## config.mk

```make
export PLATFORM = sky130hd
export DESIGN_NAME = uart_rx
export DESIGN_NICKNAME = d
export VERILOG_FILES = /design/src/rtl/uart_pkg.sv /design/src/rtl/sync_2ff.sv /design/src/rtl/uart_rx.sv
export SDC_FILE = /design/constraint.sdc
export NUM_CORES = 1
export LEC_CHECK = 0
export ABC_AREA = 1
export CAP_MARGIN = 5
export CORE_MARGIN = 2
export CORE_UTILIZATION = 57
export CTS_CLUSTER_SIZE = 24
export DETAILED_ROUTE_END_ITERATION = 10
export PLACE_DENSITY = 0.81
export SLEW_MARGIN = 20
export SYNTH_ARGS = -nofsm -noshare
export SYNTH_HDL_FRONTEND = slang
export SYNTH_SLANG_ARGS = --single-unit
export TNS_END_PERCENT = 50
```

## constraint.sdc

```tcl
create_clock -name clk -period 1.9 [get_ports clk]
set_input_delay 0.38 -clock clk [delete_from_list [all_inputs] [get_ports clk]]
set_output_delay 0.38 -clock clk [all_outputs]
set_load 0.1 [all_outputs]
```

## src/rtl/uart_pkg.sv

```systemverilog
// Types and constants shared by the UART receiver and transmitter.
package uart_pkg;

  localparam int DEFAULT_CLKS_PER_BIT = 434;

  typedef enum logic [2:0] {
    IDLE,
    START,
    DATA,
    STOP,
    CLEANUP,
    BREAK
  } rx_state_t;

endpackage

```

## src/rtl/sync_2ff.sv

```systemverilog
// Two-flop synchronizer for a single asynchronous input bit.
module sync_2ff #(
  parameter logic RESET_VAL = 1'b1
) (
  input  logic clk,
  input  logic rst,
  input  logic d,
  output logic q
);

  logic meta;

  // NOTE: clocked state uses non-blocking assignments so both flops update
  // from their pre-edge values and the chain stays two stages deep.
  always_ff @(posedge clk or posedge rst) begin
    if (rst) begin
      meta <= RESET_VAL;
      q    <= RESET_VAL;
    end else begin
      meta <= d;
      q    <= meta;
    end
  end

endmodule

```

## src/rtl/uart_rx.sv

```systemverilog
// UART receiver, 8N1, LSB first; samples each bit near its centre and
// reports good bytes on o_RX_DV and bad stop bits on o_Frame_Err.
module uart_rx
  import uart_pkg::*;
#(
  parameter int CLKS_PER_BIT = DEFAULT_CLKS_PER_BIT
) (
  input  logic       clk,
  input  logic       rst,
  input  logic       i_RX_Serial,
  output logic       o_RX_DV,
  output logic [7:0] o_RX_Byte,
  output logic       o_RX_Active,
  output logic       o_Frame_Err
);

  localparam int CNT_W = (CLKS_PER_BIT > 1) ? $clog2(CLKS_PER_BIT) : 1;
  localparam logic [CNT_W-1:0] HALF_CNT = CNT_W'((CLKS_PER_BIT - 1) / 2);
  localparam logic [CNT_W-1:0] LAST_CNT = CNT_W'(CLKS_PER_BIT - 1);

  rx_state_t        state, state_nxt;
  logic             rx_s;
  logic [CNT_W-1:0] clk_cnt;
  logic [2:0]       bit_idx;
  logic [7:0]       shift;
  logic             half_hit, bit_hit;
  logic             sample_data, sample_stop, cnt_clr, cnt_run;

  sync_2ff #(.RESET_VAL(1'b1)) u_sync (
    .clk (clk),
    .rst (rst),
    .d   (i_RX_Serial),
    .q   (rx_s)
  );

  assign half_hit = (clk_cnt == HALF_CNT);
  assign bit_hit  = (clk_cnt == LAST_CNT);

  always_ff @(posedge clk or posedge rst) begin
    if (rst) state <= IDLE;
    else     state <= state_nxt;
  end

  // NOTE: every signal written in a combinational block gets a default first,
  // so no path through the case statement can infer a latch.
  always_comb begin
    state_nxt = state;
    unique case (state)
      IDLE:    if (!rx_s) state_nxt = START;
      START:   if (half_hit) state_nxt = rx_s ? IDLE : DATA;
      DATA:    if (bit_hit && bit_idx == 3'd7) state_nxt = STOP;
      STOP:    if (bit_hit) state_nxt = rx_s ? CLEANUP : BREAK;
      CLEANUP: state_nxt = IDLE;
      BREAK:   if (rx_s) state_nxt = IDLE;
      default: state_nxt = IDLE;
    endcase
  end

  always_comb begin
    o_RX_Active = (state != IDLE);
    sample_data = (state == DATA) && bit_hit;
    sample_stop = (state == STOP) && bit_hit;
    cnt_run     = (state == START) || (state == DATA) || (state == STOP);
    cnt_clr     = (state_nxt != state) || sample_data;
  end

  // The shift register is a handful of flops, so it is reset like the rest.
  always_ff @(posedge clk or posedge rst) begin
    if (rst) begin
      clk_cnt     <= '0;
      bit_idx     <= '0;
      shift       <= '0;
      o_RX_Byte   <= '0;
      o_RX_DV     <= 1'b0;
      o_Frame_Err <= 1'b0;
    end else begin
      if (cnt_clr || !cnt_run) clk_cnt <= '0;
      else                     clk_cnt <= clk_cnt + 1'b1;

      if (state == IDLE)    bit_idx <= '0;
      else if (sample_data) bit_idx <= bit_idx + 3'd1;

      if (sample_data) shift[bit_idx] <= rx_s;

      if (sample_stop && rx_s) o_RX_Byte <= shift;

      o_RX_DV     <= sample_stop && rx_s;
      o_Frame_Err <= sample_stop && !rx_s;
    end
  end

endmodule

```

==> qor.csv, run 1 <==
stage,metric,value,unit
yosys,ys_ff_latch,35,
final_layout,final_cell_mix,"33 x dfrtp_1, 32 x nand2_1, 25 x nor2_1",
worst_setup_path,cp-startpoint,clk_cnt[1],
yosys,synth-xor-area-share,0.0305,
worst_setup_path,r2r_start,clk_cnt[1],
floorplanning,start_util,0.614,
pwr,ir_drop,449,uV
run_status,violations,design-rule violations,
place,port_buffers,13,
final_layout,final_common_cell,dfrtp_1,
worst_setup_path,reg2regPathDepth,9,
timing,fmax,572,MHz
timing,whs,0.365,ns
place,dpl_cell_area,1870,um^2
route,viasPerCell,5.32,
timing,period_share,0.920,
timing,final.setup.worst_slack,0.152,ns
yosys,synth_cell_type_count,27,
floorplanning,die_x,59.0,um
timing,max_slew_margin,0.709,
floorplanning,row_count,19,
yosys,ys.flop_type,dfrtp_1,
route,drt_iter0_drc,38,
clocking,clk_pin_slew_worst_paths,0.11,ns
route,routed_wl,3250,um
clocking,cts_setup_buffers,0,
clocking,cts.sinks,35,
route,first_pass_iters,7,
timing,min_period,1.75,ns
yosys,synthArstFlopShare,1.00,
route,drc,1,
yosys,syn_inst,183,
place,dp.cells,226,
global_routing,grt_pass1_vias,1264,
clocking,cts_buffers,5,
global_routing,use_met3,0.0502,
pwr,p_total,1.32,mW
global_routing,grt.met1_usage,0.299,
yosys,synth_fa_ha_area_frac,0.0363,
yosys,ys_seq_area_frac,0.510,
worst_setup_path,cp.required,2.15,ns
global_routing,use_met2,0.368,
job,maxCapViolations,0,
timing,clock_skew,0.00847,ns
final_layout,fillers,222,
worst_setup_path,crit_fanout,9,
route,postRouteAntennaNets,0,
clocking,cts-hold-fix-buffers,0,
clocking,cts_tree,done,
yosys,synth_top_family_by_area,simple AND/OR/NAND/NOR gates,
clocking,clk_path_buf_depth,2,
yosys,synth_edf_count,0,
clocking,post_cts_resized,0,
route,via_count,1244,
timing,worstMarginPinSlew,0.437,ns
floorplanning,io_pins,14,
final_layout,instances_no_fill,234,
global_routing,grt_pass1_wl,5830,um
final_layout,n_antenna_cell,0,
worst_setup_path,path_class,reg -> reg,
worst_setup_path,endpoint,o_RX_Byte[5],
clocking,clk-insertion-delay-late,0.35,ns
global_routing,grt_max_degree,36,
place,place_ws,0.126,ns
clocking,clockRootBuffer,clkbuf_4,
global_routing,overflow,0,
timing,fin_setup_tns,0,ns
yosys,syn_area,1720,um^2
route,wl_per_cell,13.9,um
global_routing,grt_use_total,0.230,
place,dpl.hpwl,2470,um
timing,rsz0062_at_grt,false,
timing,setup_viol,0,
worst_hold_path,hold_class,reg -> reg,
final_layout,syn2layout_area_growth,13.5,%
worst_setup_path,reg2reg_to,o_RX_Byte[5],
yosys,synth_compound_area_frac,0.0472,
final_layout,drive_above_1_share,0.222,
yosys,ys_warn_count,0,
floorplanning,die_area,3480,um^2
yosys,synth.mux.area_fraction,0.0697,
final_layout,stdcell_area,1960,um^2
pwr,p_per_area,675,nW/um^2
timing,hold_violations,0,
yosys,synthesis.nets,191,
global_routing,top_usage_layer,met2,
yosys,syn_avg_cell_area,9.41,um^2
worst_setup_path,cp-end-kind,register,
floorplanning,die_h,59.0,um
global_routing,antenna_found_initial,0,
worst_setup_path,worst_setup_path_start_kind,register,
run_status,status,"finished, violations left",
pwr,leakagePower,1.02,nW
final_layout,fin_util,0.697,
timing,slew_violations,0,
place,place_congestion,0.995,
worst_setup_path,critPathArrivalTime,2.00,ns
floorplanning,core_area,2810,um^2
yosys,synthSimpleGateAreaFrac,0.245,
worst_setup_path,r2r_slack,0.15,ns
final_layout,nets,210,
clocking,htree_levels,2,
[cell type report]
| cell class | instances | area [um^2] | share of cell area |
|---|---|---|---|
| Clock buffer | 5 | 37.5 | 0.0192 |
| Clock inverter | 3 | 43.8 | 0.0224 |
| Inverter | 25 | 93.8 | 0.0480 |
| Multi-Input combinational cell | 121 | 741 | 0.379 |
| Sequential cell | 35 | 878 | 0.449 |
| Tap cell | 31 | 38.8 | 0.0198 |
| Timing Repair Buffer | 14 | 123 | 0.0627 |
[registers in the layout (all words and copies together) (netlist names)]
signal / cells
bit_idx: 3
clk_cnt: 9
o_RX_Byte: 8
o_Frame_Err: 1
o_RX_DV: 1
state: 3
u_sync.meta: 1
shift: 8
u_sync.q: 1
[report_power, final]
part / total (mW) / internal, mW / switching (mW) / leakage [nW]
logic: 0.0245 / 0.00582 / 0.0187 / 0.511
registers: 0.749 / 0.748 / 0.000952 / 0.467
clock network: 0.546 / 0.277 / 0.270 / 0.0452
[critical path, stage by stage (launching register included)]
cell and delay (ns):
dfrtp_1 0.40, inv_1 0.11, ha_1 0.16, nand2_1 0.09, inv_1 0.06, nand2_1 0.08, nor2_4 0.13, nand2_4 0.10
nor2_8 0.21, mux2_4 0.32
[worst min path at each step]
stage | end | cells after the start | start | slack [ns]
2_1_floorplan | u_sync.q | 0 | u_sync.meta | 0.35
3_3_place_gp | u_sync.q | 0 | u_sync.meta | 0.35
3_5_place_dp | u_sync.q | 0 | u_sync.meta | 0.35
4_1_cts | u_sync.q | 0 | u_sync.meta | 0.37
5_1_grt | u_sync.q | 0 | u_sync.meta | 0.37
6_report | u_sync.q | 0 | u_sync.meta | 0.36
[cell usage after synthesis, types with 2 or more instances]
library cell   n  area share
inv_2          3      0.0065
o21ai_1        7       0.020
dfstp_2        2       0.031
ha_1           5       0.036
nor2_1        26       0.057
inv_1         22       0.048
nand4_1        2      0.0073
dfrtp_1       33        0.48
nand3_1       16       0.046
xor2_1         5       0.025
nand2_1       32       0.070
mux2_4         8       0.070
o21ai_0        6       0.017
nand2_2        3       0.011
[kinds of logic after synthesis]
| kind of cell | Yosys count |
|---|---|
| AOI/OAI and AO/OA | 15 |
| muxes | 8 |
| DFF | 35 |
| adders and majority gates | 5 |
| xor gates and xnor gates | 6 |
| and+or+nand+nor | 87 |
| buffers and inverters | 27 |
[layer usage]
| layer | share of wire | vias to the layer above |
|---|---|---|
| met5 | 0 | - |
| met4 | 0.014 | 0 |
| met3 | 0.047 | 7 |
| met2 | 0.49 | 37 |
| met1 | 0.45 | 585 |
| li1 | - | 615 |
Note: power is estimated with default switching activity, not from simulation.
==> inputs of run 2 (changes only) <==
- CAP_MARGIN: 5 -> 40
- GPL_TIMING_DRIVEN: unset -> 0
==> qor.csv, run 2 (synthesis results as in run 1) <==
stage,metric,value,unit
floorplanning,die_x,59.0,um
timing,min_period,1.82,ns
place,dpl.hpwl,2520,um
worst_setup_path,path_class,reg -> out,
place,place_ws,0.183,ns
final_layout,largest_register_ffs,9,
pwr,p_per_area,551,nW/um^2
run_status,status,"finished, violations left",
route,first_pass_iters,8,
clocking,clk_pin_slew_worst_paths,0.09,ns
global_routing,grt_pass1_wl,6200,um
worst_setup_path,cp-end-kind,output port,
place,place_congestion,0.980,
pwr,seqPwrFrac,0.644,
pwr,switching_power,0.266,mW
pwr,switching_share,0.228,
global_routing,grt_pass1_vias,1373,
clocking,clk-insertion-delay-late,0.35,ns
floorplanning,core_area,2810,um^2
route,drt_iter0_drc,34,
route,wl_per_cell,14.0,um
clocking,clk_path_buf_depth,2,
route,routed_wl,3450,um
final_layout,largest_register,clk_cnt,
final_layout,final_common_cell,dfrtp_1,
final_layout,fillers,201,
pwr,leakagePower,1.07,nW
worst_setup_path,worst_setup_path_start_kind,register,
pwr,ir_drop,451,uV
floorplanning,io_pins,14,
timing,hold_violations,0,
floorplanning,start_util,0.614,
global_routing,grt_use_total,0.245,
route,viasPerCell,5.37,
final_layout,syn2layout_area_growth,22.4,%
clocking,cts_tree,done,
floorplanning,row_count,19,
timing,final.setup.worst_slack,0.0754,ns
final_layout,instances_no_fill,246,
final_layout,n_antenna_cell,0,
run_status,violations,design-rule violations,
timing,slew_violations,0,
global_routing,overflow,0,
global_routing,grt_max_degree,36,
route,drc,1,
clocking,cts-hold-fix-buffers,0,
worst_setup_path,cp.required,1.52,ns
pwr,clkPwrFrac,0.334,
pwr,intPower,0.898,mW
final_layout,drive_above_1_share,0.205,
worst_setup_path,crit_fanout,2,
final_layout,reg_top3,"clk_cnt: 9 flops, o_RX_Byte: 8 flops, shift: 8 flops",
clocking,cts.sinks,35,
place,dp.cells,238,
clocking,htree_levels,2,
clocking,cts_buffers,5,
floorplanning,die_h,59.0,um
worst_hold_path,hold_class,reg -> reg,
final_layout,nets,222,
timing,rsz0062_at_grt,false,
route,postRouteAntennaNets,0,
place,port_buffers,13,
timing,period_share,0.960,
worst_setup_path,critPathArrivalTime,1.44,ns
job,maxCapViolations,0,
pwr,combinationalPowerShare,0.021,
timing,clock_skew,0.00905,ns
clocking,clockRootBuffer,clkbuf_4,
timing,setup_viol,0,
timing,worstMarginPinSlew,0.710,ns
final_layout,final_cell_mix,"33 x dfrtp_1, 32 x nand2_1, 26 x nor2_1",
timing,max_slew_margin,0.526,
timing,fmax,548,MHz
global_routing,antenna_found_initial,0,
pwr,p_total,1.16,mW
timing,whs,0.365,ns
floorplanning,die_area,3480,um^2
route,via_count,1321,
[run 2: changes by cell type in the layout (fill, tap and decap cells not counted), sizes merged]
cell,delta
clkinv,-1
clkdlybuf4s50,+10
bufinv,-1
buf,+2
clkbuf,+2
[run 2: power by group through the flow]
stage                     combinational [mW]  sequential (mW)  clock [mW]
after floorplan                       0.0161            0.763           0
after global placement                0.0245            0.764           0
after detailed placement              0.0261            0.764           0
after CTS                             0.0260            0.749       0.396
after global routing                  0.0291            0.750       0.434
final                                 0.0249            0.750       0.389
[run 2: repair_timing]
action | CTS | global route
setup endpoints to repair | 1 | 0
buffers inserted | 1 | 0
gates resized for setup | 1 | 0
[run 2: final cells by class]
type | instances | area [um^2] | share of cell area
Tap cell | 31 | 38.8 | 0.0184
Sequential cell | 35 | 878 | 0.416
Multi-Input combinational cell | 121 | 738 | 0.350
Clock inverter | 1 | 5.00 | 0.00237
Buffer | 2 | 12.5 | 0.00593
Inverter | 25 | 93.8 | 0.0445
Timing Repair Buffer | 24 | 298 | 0.141
Clock buffer | 7 | 45.0 | 0.0214
[run 2: per-layer routing]
| metal | wire [um] | vias to the layer above | track usage |
|---|---|---|---|
| met5 | 0 | - | 0 |
| met4 | 76 | 0 | 0.114 |
| met3 | 156 | 10 | 0.0852 |
| met2 | 1720 | 33 | 0.390 |
| met1 | 1500 | 635 | 0.299 |
| li1 | - | 643 | - |
[run 2: through the flow]
step | util | instance area [um^2] | setup TNS [ns]
finish | 0.752 | 2110 | 0
global route | 0.752 | 2110 | 0
CTS | 0.752 | 2110 | 0
detailed placement | 0.733 | 2060 | 0
global placement | 0.674 | 1890 | -0.192
floorplan | - | 1720 | 0
[run 2: worst max-delay path: stages, from the launching register on]
cell             delay [ns]
dfrtp_1                0.37
clkdlybuf4s50_1        0.53
buf_8                  0.21
[run 2: worst paths after layout]
kind	startpoint	to	slack, ns	depth (start not counted)
min in group asynchronous	rst	o_RX_Byte[6]	0.45	2
max in group asynchronous	rst	o_RX_Byte[5]	0.99	2
min	u_sync.meta	u_sync.q	0.36	0
max reg2reg	clk_cnt[1]	o_RX_Byte[2]	0.17	9
min reg2reg	u_sync.meta	u_sync.q	0.36	0
max	o_RX_Byte[2]	o_RX_Byte[2]	0.08	2
